===== config.mk =====
export PLATFORM = sky130hd
export DESIGN_NAME = gtech_andnot_pipe
export DESIGN_NICKNAME = d
export VERILOG_FILES = /design/src/rtl/gtech_pkg.sv /design/src/rtl/gtech_andnot_stage.sv /design/src/rtl/gtech_andnot_pipe.sv
export SDC_FILE = /design/constraint.sdc
export NUM_CORES = 1
export LEC_CHECK = 0
export BUFFER_PORTS_ARGS = -buffer_cell sky130_fd_sc_hd__buf_4
export CORE_ASPECT_RATIO = 1.2
export CORE_UTILIZATION = 30
export CTS_BUF_LIST = sky130_fd_sc_hd__clkbuf_4
export CTS_CLUSTER_SIZE = 12
export DETAILED_ROUTE_END_ITERATION = 12
export GPL_TIMING_DRIVEN = 0
export PLACE_DENSITY = 0.59
export SYNTH_ARGS = -nofsm -noshare
export SYNTH_HDL_FRONTEND = slang
export SYNTH_SLANG_ARGS = --single-unit
export TNS_END_PERCENT = 20

===== constraint.sdc =====
create_clock -name CP -period 1.5 [get_ports CP]
set_input_delay 0.15 -clock CP [delete_from_list [all_inputs] [get_ports CP]]
set_output_delay 0.15 -clock CP [all_outputs]
set_load 0.01 [all_outputs]

===== src/rtl/gtech_pkg.sv =====
// Shared constants and helpers for the gtech_* pipeline blocks.
// Parameter limits live here so every block checks against the same bounds.
package gtech_pkg;

    localparam int GTECH_MAX_WIDTH  = 64;
    localparam int GTECH_MAX_STAGES = 4;

    function automatic bit gtech_in_range(input int value, input int lo, input int hi);
        return (value >= lo) && (value <= hi);
    endfunction

endpackage


===== src/rtl/gtech_andnot_stage.sv =====
// One elastic pipeline stage: a valid bit plus a data word.
// The stage can take new data while its current content leaves in the same cycle.
module gtech_andnot_stage
    import gtech_pkg::*;
#(
    parameter int WIDTH = 8
) (
    input  logic             clk_i,
    input  logic             rst_n_i,
    input  logic             in_vld_i,
    input  logic [WIDTH-1:0] in_data_i,
    output logic             in_rdy_o,
    output logic             out_vld_o,
    output logic [WIDTH-1:0] out_data_o,
    input  logic             out_rdy_i
);

    logic             valid_q, valid_d;
    logic [WIDTH-1:0] data_q, data_d;
    logic             doLoad;
    logic             doAdvance;

    // Data is held once the stage empties so the output stays quiet between items.
    always_comb begin
        doAdvance = valid_q & out_rdy_i;
        in_rdy_o  = ~valid_q | out_rdy_i;
        doLoad    = in_vld_i & in_rdy_o;
        valid_d   = valid_q;
        data_d    = data_q;
        if (doLoad) begin
            valid_d = 1'b1;
            data_d  = in_data_i;
        end else if (doAdvance) begin
            valid_d = 1'b0;
        end
    end

    always_ff @(posedge clk_i or negedge rst_n_i) begin
        if (!rst_n_i) begin
            valid_q <= 1'b0;
            data_q  <= '0;
        end else begin
            valid_q <= valid_d;
            data_q  <= data_d;
        end
    end

    assign out_vld_o  = valid_q;
    assign out_data_o = data_q;

endmodule


===== src/rtl/gtech_andnot_pipe.sv =====
// Elastic pipeline computing Z = A & ~B, with an optional sticky OR of every
// result handed to the consumer.
module gtech_andnot_pipe
    import gtech_pkg::*;
#(
    parameter int WIDTH     = 8,
    parameter int STAGES    = 2,
    parameter bit STICKY_EN = 1'b1
) (
    input  logic             CP,
    input  logic             CD,
    input  logic [WIDTH-1:0] A,
    input  logic [WIDTH-1:0] B,
    input  logic             IN_VLD,
    output logic             IN_RDY,
    output logic [WIDTH-1:0] Z,
    output logic             OUT_VLD,
    input  logic             OUT_RDY,
    input  logic             CLR,
    output logic [WIDTH-1:0] STK,
    output logic             ANY
);

    if (!gtech_in_range(WIDTH, 1, GTECH_MAX_WIDTH)) begin : gBadWidth
        $error("gtech_andnot_pipe: WIDTH must lie in 1..%0d", GTECH_MAX_WIDTH);
    end
    if (!gtech_in_range(STAGES, 1, GTECH_MAX_STAGES)) begin : gBadStages
        $error("gtech_andnot_pipe: STAGES must lie in 1..%0d", GTECH_MAX_STAGES);
    end

    // Index 0 is the input port side, index STAGES the output port side.
    logic             stgVld  [STAGES+1];
    logic [WIDTH-1:0] stgData [STAGES+1];
    logic             stgRdy  [STAGES+1];
    logic             delivery;

    assign stgVld[0]      = IN_VLD;
    assign stgData[0]     = A & ~B;
    assign IN_RDY         = stgRdy[0];
    assign stgRdy[STAGES] = OUT_RDY;
    assign OUT_VLD        = stgVld[STAGES];
    assign Z              = stgData[STAGES];
    assign delivery       = OUT_VLD & OUT_RDY;

    for (genvar i = 0; i < STAGES; i++) begin : gStage
        gtech_andnot_stage #(
            .WIDTH(WIDTH)
        ) uStage (
            .clk_i     (CP),
            .rst_n_i   (CD),
            .in_vld_i  (stgVld[i]),
            .in_data_i (stgData[i]),
            .in_rdy_o  (stgRdy[i]),
            .out_vld_o (stgVld[i+1]),
            .out_data_o(stgData[i+1]),
            .out_rdy_i (stgRdy[i+1])
        );
    end

    if (STICKY_EN) begin : gSticky
        logic [WIDTH-1:0] stk_q, stk_d;

        // A clear wipes only what was accumulated before; a same-cycle delivery still lands.
        always_comb begin
            stk_d = CLR ? '0 : stk_q;
            if (delivery) begin
                stk_d = stk_d | Z;
            end
        end

        always_ff @(posedge CP or negedge CD) begin
            if (!CD) begin
                stk_q <= '0;
            end else begin
                stk_q <= stk_d;
            end
        end

        assign STK = stk_q;
        assign ANY = |stk_q;
    end else begin : gNoSticky
        logic unusedSticky;
        assign unusedSticky = CLR ^ delivery;
        assign STK = '0;
        assign ANY = 1'b0;
    end

endmodule

# Word-level counts from Yosys, hierarchy flattened
# Cells that the tools add are included.
# op_classes
n_addsub	0
multipliers	0
n_div	0
n_lt_le_gt_ge	0
n_eq_ne	0
shift	0
mux	6
bitwise_logic	10
n_reduce_logical	3
# ops
cell	n
2-to-1 mux 8 bit	2
bitwise AND 8 bit	1
NOT 8 bit	1
bitwise OR 8 bit	1
OR reduction 8 bit	1
2-to-1 mux 1 bit	4
nonzero test 2 bit	2
bitwise AND 1 bit	3
NOT 1 bit	2
bitwise OR 1 bit	2
# word_totals
register_bits	26
latch_bits	0
mem_bits_rw	0
mem_bits_ro	0
output_inout_bits	19
mem_count	0

# Depth between registers and ports, before layout
# logic_depth
ltp_word	5
depth_mapped	4
depth_no_buf	3

# Hierarchy
# Synthesis repeated with hierarchy kept, for this count alone.
# hier_totals
hier_cells	70
hier_area_um2	1131.1
# by_module_without_submodules
module	instances	cells_each	area_each_um2	seq_area_each_um2
gtech_andnot_stage	2	20	385.4	225.2
gtech_andnot_pipe	1	30	360.3	200.2

# Worst setup path after synthesis
# No wires, ideal clock.
# synth_timing
path_kind	register to register
from	reg gStage[1].uStage.valid_q
to	reg gStage[0].uStage.data_q[0]
setup_time_ns	0.125
arrival_ns	1.033
required_time_ns	1.375
slack_ns	0.342
path_stages_with_launch	4
path_buffers	0
path_cell_list	dfrtp_1 -> nand3b_4 -> nand2_8 -> mux2_4
# synth_between
elab_chain_cells	4
# synth_rtl
element	line_no	source
start: declaration	gtech_andnot_stage.sv:18	logic valid_q, valid_d;
start signal: assignment	gtech_andnot_stage.sv:43	valid_q <= valid_d;
NOT 1 bit	gtech_andnot_stage.sv:26	in_rdy_o = ~valid_q | out_rdy_i;
bitwise OR 1 bit (2 in series)	gtech_andnot_stage.sv:26	
net IN_RDY	gtech_andnot_pipe.sv:15	output logic IN_RDY,
bitwise AND 1 bit	gtech_andnot_stage.sv:27	doLoad = in_vld_i & in_rdy_o;
end signal: assignment	gtech_andnot_stage.sv:44	data_q <= data_d;
end: declaration	gtech_andnot_stage.sv:19	logic [WIDTH-1:0] data_q, data_d;
# The timed path passes the listed nets, and every way through them passes these cells.
# A chain may end at the register's enable or synchronous reset.

# Worst setup path after layout
# layout_timing
from	reg gSticky.stk_q[1] (netlist: STK[1])
to	out ANY
# layout_between
elab_chain_cells	1
# layout_rtl
element	line_no	source
start: declaration	gtech_andnot_pipe.sv:61	logic [WIDTH-1:0] stk_q, stk_d;
start signal: assignment	gtech_andnot_pipe.sv:75	stk_q <= stk_d;
OR reduction 8 bit	gtech_andnot_pipe.sv:80	assign ANY = |stk_q;
end: declaration	gtech_andnot_pipe.sv:21	output logic ANY
# Every way passes these cells.

==> reports/qor.yml <==
route:
  drc: 4
  drt_iter0_drc: 15
  viasPerCell: 4.46
  drt-total-wl_um: 2060
  dr.pass1.iters: 7
  ant_nets: 0
  post_drt_wl_per_cell_um: 12.4
  vias: 744
timing:
  maxSlewHeadroom: 0.789
  max_freq_mhz: 719
  min_period_ps: 1390
  grt_setup_unrepaired: "false"
  worst_pin_slew_ps: 317
  drv_slew: 0
  fin_skew_ps: 1.42
  hold_viol_final: 0
  setup_viol: 0
  layout_setup_ws_ps: 109
  fin_setup_tns_ps: 0
  period_share: 0.928
cts:
  htree_levels: 1
  cts.clk_slew.worst_paths_ps: 140
  cts.sinks: 26
  cts-root-buf: "clkbuf_4"
  cts_buffers: 3
  ctsLongestPathBuffers: 2
  cts_tree: "built"
  insertion_delay_ps: 310
placement:
  hpwlAfterDp_um: 1590
  pre_cts_slack_ps: 349
  placed_area_um2: 1450
  port_buffers: 39
  gp_congestion: 0.667
yosys:
  avgSynthCellArea_um2: 13.1
  yosysTopAreaCellShare: 0.585
  synth_fp_nets: 106
  synth_warnings: 0
  ys_seq_elements: 26
  syn-cell-area_um2: 1110
  ys_types: 17
  syn_inst: 85
  seq_area_frac_synth: 0.585
  yosys.area.top_type: "dfrtp_1"
  synth_area_leaders: "dfrtp_1 58%, mux2_4 11%, mux2_2 7.1%"
setup_path:
  crit_type: "flop to output port"
  cpPeakStageDelay_ps: 420
  worst-path-max-fanout: 3
  critPathRequiredTime_ps: 1350
  crit_path_cell_trace: "nor4_1 -> nand2_1 -> buf_4"
  cp-end-kind: "output port"
  cp.arrival_ps: 1240
  crit_buf_inv: 1
  cp_top_family: "flip-flops"
  cp-start-kind: "flop"
  crit_slowest_cell: "dfrtp_1"
global_route:
  grt_overflow_total: 0
  grt_pass1_vias: 714
  grt_max_degree: 27
  grt_pass1_wl_um: 3400
  track_usage: 0.117
  antenna_found_initial: 0
die:
  die_h_um: 68.7
  core_area_um2: 3450
  die_w_um: 57.6
  die_area_um2: 3960
  initial_core_util: 0.322
  rows: 23
  io_pins: 40
finish:
  layout_commonest_cell: "buf_4"
  final_cell_mix: "40 x buf_4, 26 x dfrtp_1, 9 x nand2_1"
  fin_util: 0.442
  final_nets: 152
  areaGrowthSynthToFinish_pct: 37.3
  diodes: 0
  layout-drive-gt1-share: 0.500
  design_area_um2: 1530
power_and_ir_drop:
  seqPwrFrac: 0.490
  power_switching_uw: 484
  switching_share: 0.261
  comb_power_share: 0.257
  power.density_nw_per_um2: 1210
  p_leak_uw: 0.000773
  peakVddDrop_mv: 0.387
  p_int_uw: 1370
  clock_power_share: 0.253
run_status:
  failed_checks: "DRC"
  outcome: "finished, violations left"
flow_run:
  cap_viol_max_count: 0
worst_hold_path:
  hp-class: "input pin to flop"
[power groups by stage]
stage	clock network (µW)	logic, µW	registers [µW]
after floorplan	0	187	942
after global placement	0	458	916
after detailed placement	0	470	922
after CTS	486	473	907
after global routing	505	521	924
final	469	477	907
[logic make-up after synthesis]
| group | after synthesis | share of synthesized area |
|---|---|---|
| AO/OA/AOI/OAI | 8 | 0.0360 |
| buffers and inverters | 9 | 0.0315 |
| flip-flops | 26 | 0.585 |
| multiplexers | 16 | 0.189 |
| AND/OR/NAND/NOR | 26 | 0.159 |
[layout make-up]
class / count / area, µm²
fill: 323 / 1930
sequential: 26 / 651
multi-input combinational: 50 / 433
timing repair buffer: 41 / 310
tap: 37 / 46.3
clock inverter: 1 / 30.0
inverter: 8 / 30.0
clock buffer: 3 / 22.5
buffer: 1 / 5.00
[cell usage after synthesis]
master    instances
and2_1            1
buf_2             1
dfrtp_1          26
inv_1             8
mux2_1            1
mux2_2            7
mux2_4            8
nand2_1           9
nand2_4           1
nand2_8           1
nand2b_1          1
nand2b_2          1
nand3b_4          1
nor2b_1           8
nor4_1            2
o21ai_0           8
or2b_1            1
[worst reg2reg max path: cells and delay by family (launching register included)]
kind	cells	cell delay (ps)
AND/OR/NAND/NOR	2	290
flip-flops	1	470
multiplexers	1	310
[sequential cells by signal, summed over array words and instances, names as in the netlist]
register	count
gStage.uStage.out_vld_o	2
STK	8
gStage.uStage.out_data_o	16
[worst paths after layout]
path	end	slack, ps	startpoint	cells after the start
max	ANY	110	STK[1]	3
min	STK[5]	60	CLR	2
max reg2reg	gStage[0].uStage.out_data_o[1]	340	gStage[0].uStage.out_vld_o	3
min reg2reg	gStage[1].uStage.out_data_o[6]	520	gStage[0].uStage.out_data_o[6]	1
max in group asynchronous	gStage[1].uStage.out_data_o[1]	1000	CD	2
min in group asynchronous	gStage[0].uStage.out_vld_o	260	CD	2
[metrics by stage]
stage	instances	hold slack [ps]	power, µW
floorplan	85	-146	1130
global placement	161	69.8	1370
detailed placement	161	71.7	1390
CTS	166	44.0	1870
global route	167	37.8	1950
finish	167	56.8	1850
[per-layer routing]
layer  global-route usage  share of wire  up-vias  wire length (µm)
li1                     -              -      367                 -
met1                0.143           0.41      354               849
met2                0.198           0.53       21              1100
met3               0.0131          0.042        2                86
met4               0.0732          0.013        0                27
met5                    0              0        -                 0
[timing repair]
action | in CTS | in global routing
gates resized for setup | 0 | 1
setup endpoints to repair | 0 | 1
endpoints found under the hold margin | 26 | 0
hold buffers | 1 | 0
buffers inserted | 0 | 1
Note: power is estimated with default switching activity, not from simulation.
